`src/rtl/pe_group_acc.sv`:
```
// pe_group_acc: TAPS-wide signed dot-product PE that accumulates beats into per-group partial sums.
// Optional `PE_RELU_EN clamps negative group sums to zero on psum_out (accumulator stays signed).
//
// state | meaning
// IDLE  | no outstanding activity
// BUSY  | beats in flight or a group is still open
// DONE  | pipeline drained; finish_wb asserted for this single cycle
module pe_group_acc #(
  parameter int DW    = 8,
  parameter int TAPS  = 5,
  parameter int ACC_W = 24
) (
  input  logic                 clk,
  input  logic                 rst,
  input  logic                 flush,
  input  logic                 in_valid,
  input  logic                 in_first,
  input  logic                 in_last,
  input  logic [TAPS*DW-1:0]   weight_in,
  input  logic [TAPS*DW-1:0]   ifmap_in,
  output logic [ACC_W-1:0]     psum_out,
  output logic                 wb_en,
  output logic                 finish_wb,
  output logic                 seq_err
);

  localparam int PW    = 2 * DW;
  localparam int SUM_W = PW + $clog2(TAPS);

  typedef enum logic [1:0] {
    IDLE = 2'd0,
    BUSY = 2'd1,
    DONE = 2'd2
  } state_t;

  state_t state, state_nxt;

  logic                    open_grp;
  logic                    beat_first;
  logic                    accept;

  logic signed [PW-1:0]    prod_c [TAPS];
  logic signed [PW-1:0]    prod1  [TAPS];
  logic                    v1, f1, l1;

  logic signed [SUM_W-1:0] sum_c;
  logic signed [SUM_W-1:0] sum2;
  logic                    v2, f2, l2;

  logic signed [ACC_W-1:0] acc;
  logic signed [ACC_W-1:0] acc_nxt;
  logic        [ACC_W-1:0] psum_c;

  assign accept = in_valid && !flush;
  // A beat arriving outside an open group restarts accumulation even without in_first.
  assign beat_first = in_first || !open_grp;

  // Input-side group tracking and sticky sequence error.
  always_ff @(posedge clk or negedge rst) begin
    if (!rst) begin
      open_grp <= 1'b0;
      seq_err  <= 1'b0;
    end else if (flush) begin
      open_grp <= 1'b0;
      seq_err  <= 1'b0;
    end else if (in_valid) begin
      open_grp <= !in_last;
      if (!in_first && !open_grp) begin
        seq_err <= 1'b1;
      end
    end
  end

  always_comb begin
    for (int i = 0; i < TAPS; i++) begin
      prod_c[i] = PW'($signed(weight_in[i*DW +: DW])) * PW'($signed(ifmap_in[i*DW +: DW]));
    end
  end

  // S1: per-tap products
  always_ff @(posedge clk or negedge rst) begin
    if (!rst) begin
      v1 <= 1'b0;
      f1 <= 1'b0;
      l1 <= 1'b0;
      for (int i = 0; i < TAPS; i++) begin
        prod1[i] <= '0;
      end
    end else if (flush) begin
      v1 <= 1'b0;
      f1 <= 1'b0;
      l1 <= 1'b0;
    end else begin
      v1 <= accept;
      f1 <= accept && beat_first;
      l1 <= accept && in_last;
      if (accept) begin
        for (int i = 0; i < TAPS; i++) begin
          prod1[i] <= prod_c[i];
        end
      end
    end
  end

  always_comb begin
    sum_c = '0;
    for (int i = 0; i < TAPS; i++) begin
      sum_c = sum_c + SUM_W'(prod1[i]);
    end
  end

  // S2: adder tree result
  always_ff @(posedge clk or negedge rst) begin
    if (!rst) begin
      v2   <= 1'b0;
      f2   <= 1'b0;
      l2   <= 1'b0;
      sum2 <= '0;
    end else if (flush) begin
      v2 <= 1'b0;
      f2 <= 1'b0;
      l2 <= 1'b0;
    end else begin
      v2 <= v1;
      f2 <= f1;
      l2 <= l1;
      if (v1) begin
        sum2 <= sum_c;
      end
    end
  end

  assign acc_nxt = f2 ? ACC_W'(sum2) : acc + ACC_W'(sum2);

`ifdef PE_RELU_EN
  assign psum_c = acc_nxt[ACC_W-1] ? '0 : acc_nxt;
`else
  assign psum_c = acc_nxt;
`endif

  // S3: group accumulation and write-back; psum_out survives flush
  always_ff @(posedge clk or negedge rst) begin
    if (!rst) begin
      acc      <= '0;
      psum_out <= '0;
      wb_en    <= 1'b0;
    end else if (flush) begin
      acc   <= '0;
      wb_en <= 1'b0;
    end else begin
      wb_en <= v2 && l2;
      if (v2) begin
        acc <= acc_nxt;
        if (l2) begin
          psum_out <= psum_c;
        end
      end
    end
  end

  always_ff @(posedge clk or negedge rst) begin
    if (!rst) begin
      state <= IDLE;
    end else begin
      state <= state_nxt;
    end
  end

  always_comb begin
    state_nxt = state;
    finish_wb = 1'b0;
    case (state)
      IDLE: begin
        if (in_valid) begin
          state_nxt = BUSY;
        end
      end
      BUSY: begin
        if (!in_valid && !v1 && !v2 && !open_grp) begin
          state_nxt = DONE;
        end
      end
      DONE: begin
        finish_wb = 1'b1;
        state_nxt = in_valid ? BUSY : IDLE;
      end
      default: state_nxt = IDLE;
    endcase
    if (flush) begin
      state_nxt = IDLE;
    end
  end

endmodule
```
`config.mk`:
```
export PLATFORM = sky130hd
export DESIGN_NAME = pe_group_acc
export DESIGN_NICKNAME = d
export VERILOG_FILES = /design/src/rtl/pe_group_acc.sv
export SDC_FILE = /design/constraint.sdc
export NUM_CORES = 1
export LEC_CHECK = 0
export BUFFER_PORTS_ARGS = -buffer_cell sky130_fd_sc_hd__buf_2
export CAP_MARGIN = 20
export CORE_MARGIN = 10
export CORE_UTILIZATION = 55
export DETAILED_ROUTE_END_ITERATION = 8
export HOLD_SLACK_MARGIN = 0.02
export PLACE_DENSITY = 0.73
export SLEW_MARGIN = 20
export SYNTH_ARGS = -nofsm -noshare
export SYNTH_HDL_FRONTEND = slang
export SYNTH_SLANG_ARGS = --single-unit
```
`constraint.sdc`:
```
create_clock -name clk -period 4.6 [get_ports clk]
set_clock_uncertainty 0.05 [all_clocks]
set_input_delay 0.92 -clock clk [delete_from_list [all_inputs] [get_ports clk]]
set_output_delay 0.92 -clock clk [all_outputs]
set_load 0.1 [all_outputs]
```
Yosys cells after proc, flatten, opt, wreduce, memory -nomap -nowiden
Index checks and enable logic that the tools add are counted.
{"block": "totals", "elab_cells": 79, "out_inout_bits": 27, "in_bits": 86, "memories": 0, "latch_bits": 0, "ramBits": 0, "register_bits": 158, "romBits": 0}
{"block": "op_classes", "n_shift": 0, "addsub": 5, "n_reduce_logical": 25, "magnitude_cmp": 0, "div": 0, "mux": 21, "n_mul": 5, "eq_ne": 4, "bitwise_logic": 1}
{"operator": "multiplier 8 x 8 -> 16 bit", "count": 5}
{"operator": "2-to-1 mux 24 bit", "count": 3}
{"operator": "adder 24 x 19 -> 24 bit", "count": 1}
{"operator": "adder 18 x 16 -> 19 bit", "count": 1}
{"operator": "adder 19 x 16 -> 19 bit", "count": 1}
{"operator": "adder 17 x 16 -> 18 bit", "count": 1}
{"operator": "adder 16 x 16 -> 17 bit", "count": 1}
{"operator": "2-to-1 mux 1 bit", "count": 14}
{"operator": "logical AND 1 bit", "count": 8}
{"operator": "AND reduction 2 bit", "count": 4}
{"operator": "zero test 1 bit", "count": 7}
{"operator": "2-to-1 mux 2 bit", "count": 3}
{"operator": "inequality test 3 bit (second input constant)", "count": 2}
{"operator": "case mux 2 bit (3 select lines)", "count": 1}
{"operator": "nonzero test 2 bit", "count": 3}
{"operator": "AND reduction 3 bit", "count": 1}
{"operator": "equality test 2 x 1 -> 1 bit (second input constant)", "count": 1}
{"operator": "equality test 2 bit (second input constant)", "count": 1}
{"operator": "zero test 2 bit", "count": 1}
{"operator": "logical OR 1 bit", "count": 1}
{"operator": "inverter 1 bit", "count": 1}

Logic depth before layout (Yosys ltp)
{"block": "logic_depth", "ltp_word": 7, "mapped_depth": 18, "depth_no_buf": 18}

Worst setup path after synthesis
Ideal clock, no wire load.
{"block": "synth_path", "path_kind": "input to register", "from": "input port weight_in[21]", "to": "register prod1[46] in the netlist's numbering", "slack_ns": -0.291, "t_arrival_ns": 4.754, "setup_time_ns": 0.087, "cell_stages": 17, "t_required_ns": 4.463, "path_buffers": 0, "cell_sequence": "and2_1 fa_1 inv_1 fa_1 inv_1 fa_1 inv_1 fa_1 inv_1 ha_1 o21ai_0 a21oi_1 o21ai_0 a21oi_1 o41ai_1 mux2_2 o211ai_1"}
{"block": "synth_via", "elab_chain_len": 1}
{"item": "start, declared", "line": "19", "text": "input logic [TAPS*DW-1:0] weight_in,"}
{"item": "multiplier 8 x 8 -> 16 bit", "line": "76", "text": "prod_c[i] = PW'($signed(weight_in[i*DW +: DW])) * PW'($signed(ifmap_in[i*DW +: DW]));"}
{"item": "end signal, assigned by index", "line": "99", "text": "prod1[i] <= prod_c[i];"}
{"item": "end, declared", "line": "43", "text": "logic signed [PW-1:0] prod1 [TAPS];"}
Every way passes these cells.
A chain may end at the register's enable or synchronous reset.

Worst setup path in the final report
{"block": "layout_path", "from": "input port weight_in[21]", "to": "register prod1[47] in the netlist's numbering"}
Same word-level chain as after synthesis.

==> impl_metrics.env <==
export IMPL_fin_setup_tns_ns=-0.0269
export IMPL_timing_worst_setup_path_type="in2reg"
export IMPL_area_delta_synth_final_pct=19.4
export IMPL_ys_seq_area_share_pct=18.1
export IMPL_numCtsBuffers=17
export IMPL_grt_usage_pct=21.0
export IMPL_outcome="finished with violations"
export IMPL_worstHoldPathType="reg2reg"
export IMPL_dp_cells=3277
export IMPL_setup_viol=1
export IMPL_drt_vias_per_instance=5.14
export IMPL_fin_nets=3388
export IMPL_met2_wirelength_um=25300
export IMPL_gp_congestion=0.869
export IMPL_p_leak_nw=13.6
export IMPL_cpMostUsedCell="inv_1"
export IMPL_routedWlPerCell_um=14.8
export IMPL_min_period_ns=4.63
export IMPL_io_buffers=112
export IMPL_drc=0
export IMPL_overflow=0
export IMPL_cts_root_buf="clkbuf_16"
export IMPL_dpl_hpwl_um=41100
export IMPL_cts_max_path_buffers=2
export IMPL_path_cells="buf_4 -> and2_4 -> ha_4 -> inv_2 -> fa_1 -> inv_1 -> ha_1 -> inv_1 -> fa_1 -> inv_1 -> ha_1 -> a21o_1 -> a21o_1 -> a2111oi_4 -> nor3_2 -> a221o_1 -> o41ai_2 -> xnor2_1 -> o21ai_1"
export IMPL_setup_ws_ns=-0.0269
export IMPL_ys_types=59
export IMPL_met3_length_um=1550
export IMPL_grt_pass1_vias=18346
export IMPL_drt_iter0_markers=881
export IMPL_syn_cell_area_mm2=0.0219
export IMPL_timing_max_transition_violations_final=0
export IMPL_cts_clk_slew_worst_paths_ns=0.07
export IMPL_clk_latency_ns=0.44
export IMPL_synthCells=2441
export IMPL_min_path_cells=1
export IMPL_synth_largest_area_cell="fa_1"
export IMPL_routed_wl_um=49000
export IMPL_final_common_cell="inv_1"
export IMPL_timing_slew_headroom_pct=40.5
export IMPL_vias=17076
export IMPL_period_share_pct=101
export IMPL_violations="setup timing"
export IMPL_die_x_um=219
export IMPL_cts_tree="built"
export IMPL_drv_cap=0
export IMPL_htreeDepth=4
export IMPL_synth_top_area_share_pct=29.9
export IMPL_die_area_mm2=0.0481
export IMPL_cts_sinks=158
export IMPL_synth_async_reset_ratio_pct=100
export IMPL_grt_pass1_wl_um=84800
export IMPL_reg2reg_to="sum2[17]"
export IMPL_slowest_stage="fa_1"
export IMPL_initial_core_util_pct=56.0
export IMPL_end_kind="register"
export IMPL_min_from="l1"
export IMPL_tightestPinTransition_ns=0.893
export IMPL_antenna_found_initial=0
export IMPL_crit_required_ns=4.85
export IMPL_yosysWarnings=0
export IMPL_die_h_um=219
export IMPL_power_density_mw_per_mm2=749
export IMPL_drive_gt1_share_pct=18.8
export IMPL_wl_met1_um=21400
export IMPL_highest_layer="met4"
export IMPL_stdcell_count=3320
export IMPL_synthFlopType="dfrtp_1"
export IMPL_antennaDiodeCount=0
export IMPL_grt_max_degree=99
export IMPL_min_to="l2"
export IMPL_ios=113
export IMPL_synth_edf_count=0
export IMPL_startpoint_type="input pin"
export IMPL_critPathMaxStageDelay_ns=0.54
export IMPL_final_cell_mix="inv_1 (544), fa_1 (316), buf_4 (261)"
export IMPL_max_freq_mhz=216
export IMPL_fp_coreArea_mm2=0.0390
export IMPL_ff2ff_setup_slack_ns=0.11
export IMPL_power_w=0.0195
export IMPL_synth_area_top_cells="fa_1 (30%), dfrtp_1 (18%), ha_1 (11%)"
export IMPL_crit_family="adder cells"
export IMPL_hold_viol=0
export IMPL_dr_pass1_iters=5
export IMPL_critPathArrivalTime_ns=4.87
export IMPL_rows=72
export IMPL_avgSynthCellArea_um2=8.96
export IMPL_crit_buf_inv=5
export IMPL_crit_reg2reg_launch="prod1[16]"
export IMPL_crit_fanout=4
export IMPL_syn_num_nets=3040
export IMPL_postRouteAntennaNets=0
export IMPL_peakVddDrop_mv=0.918
export IMPL_worst_r2r_path_depth=15
export IMPL_ys_ff_latch=158
export IMPL_rsz0062_at_grt="yes"
[worst max path at each step]
stage                   from         to  depth (start not counted)
3_5_place_dp    ifmap_in[18]  prod1[47]                         17
6_report       weight_in[21]  prod1[47]                         19
5_1_grt        weight_in[21]  prod1[47]                         19
4_1_cts         ifmap_in[16]  prod1[47]                         16
3_3_place_gp    ifmap_in[17]  prod1[47]                         17
2_1_floorplan  weight_in[21]  prod1[47]                         16
[timing repair]
item	CTS	global route
hold buffers	0	0
gates resized for setup	8	113
setup buffers	0	11
endpoints found under the setup margin	4	27
pin swaps	5	47
[synthesized netlist by cell type, types with 34 or more instances]
library cell / number
xor2_1: 34
fa_1: 326
dfrtp_1: 158
xnor2_1: 63
o21ai_0: 129
nor2_1: 96
inv_1: 560
a21oi_1: 82
and2_1: 211
ha_1: 187
clkbuf_1: 38
nand2_1: 231
nor2b_1: 40
[cell families after synthesis]
logic type | share of synthesized area [%]
compound gates | 10.3
xor+xnor | 3.89
fa+ha+maj | 40.6
buf+inv | 10.4
flops | 18.1
mux | 0.922
simple gates | 15.9
[registers in the layout (all words and copies together) (netlist names)]
name / flops
f1: 1
v1: 1
sum2: 19
f2: 1
wb_en: 1
l1: 1
state: 2
open_grp: 1
seq_err: 1
acc: 24
psum_out: 24
l2: 1
v2: 1
prod1: 80
[cell type report]
type,count,area [um2]
Multi-Input combinational cell,1677,16100
Fill cell,3160,12900
Sequential cell,158,3950
Timing Repair Buffer,373,2640
Inverter,562,2110
Tap cell,518,648
Clock buffer,17,425
Clock inverter,15,215
[metrics by stage]
step                utilization, %  hold WS (ns)  area [um2]  worst slack (ns)
CTS                           65.6         0.405       25600           -0.0645
global placement              63.9         0.391       24900            -0.465
global route                  66.9         0.434       26100            -0.173
finish                        66.9         0.405       26100           -0.0269
detailed placement            63.9         0.399       24900            -0.544
floorplan                        -         0.389       22000            -0.161
[routing by layer]
layer | global-route usage [%] | vias up
met5 | 0 | -
met4 | 4.30 | 0
met3 | 2.08 | 46
met2 | 37.7 | 294
met1 | 27.0 | 8459
li1 | - | 8277
[report_power, final]
group	switching (W)	internal, W	total, W
Clock	0.000650	0.000886	0.00154
Combinational	0.00859	0.00725	0.0158
Sequential	0.000349	0.00182	0.00217
Total	0.00959	0.00995	0.0195
(Power assumes the default switching activity.)
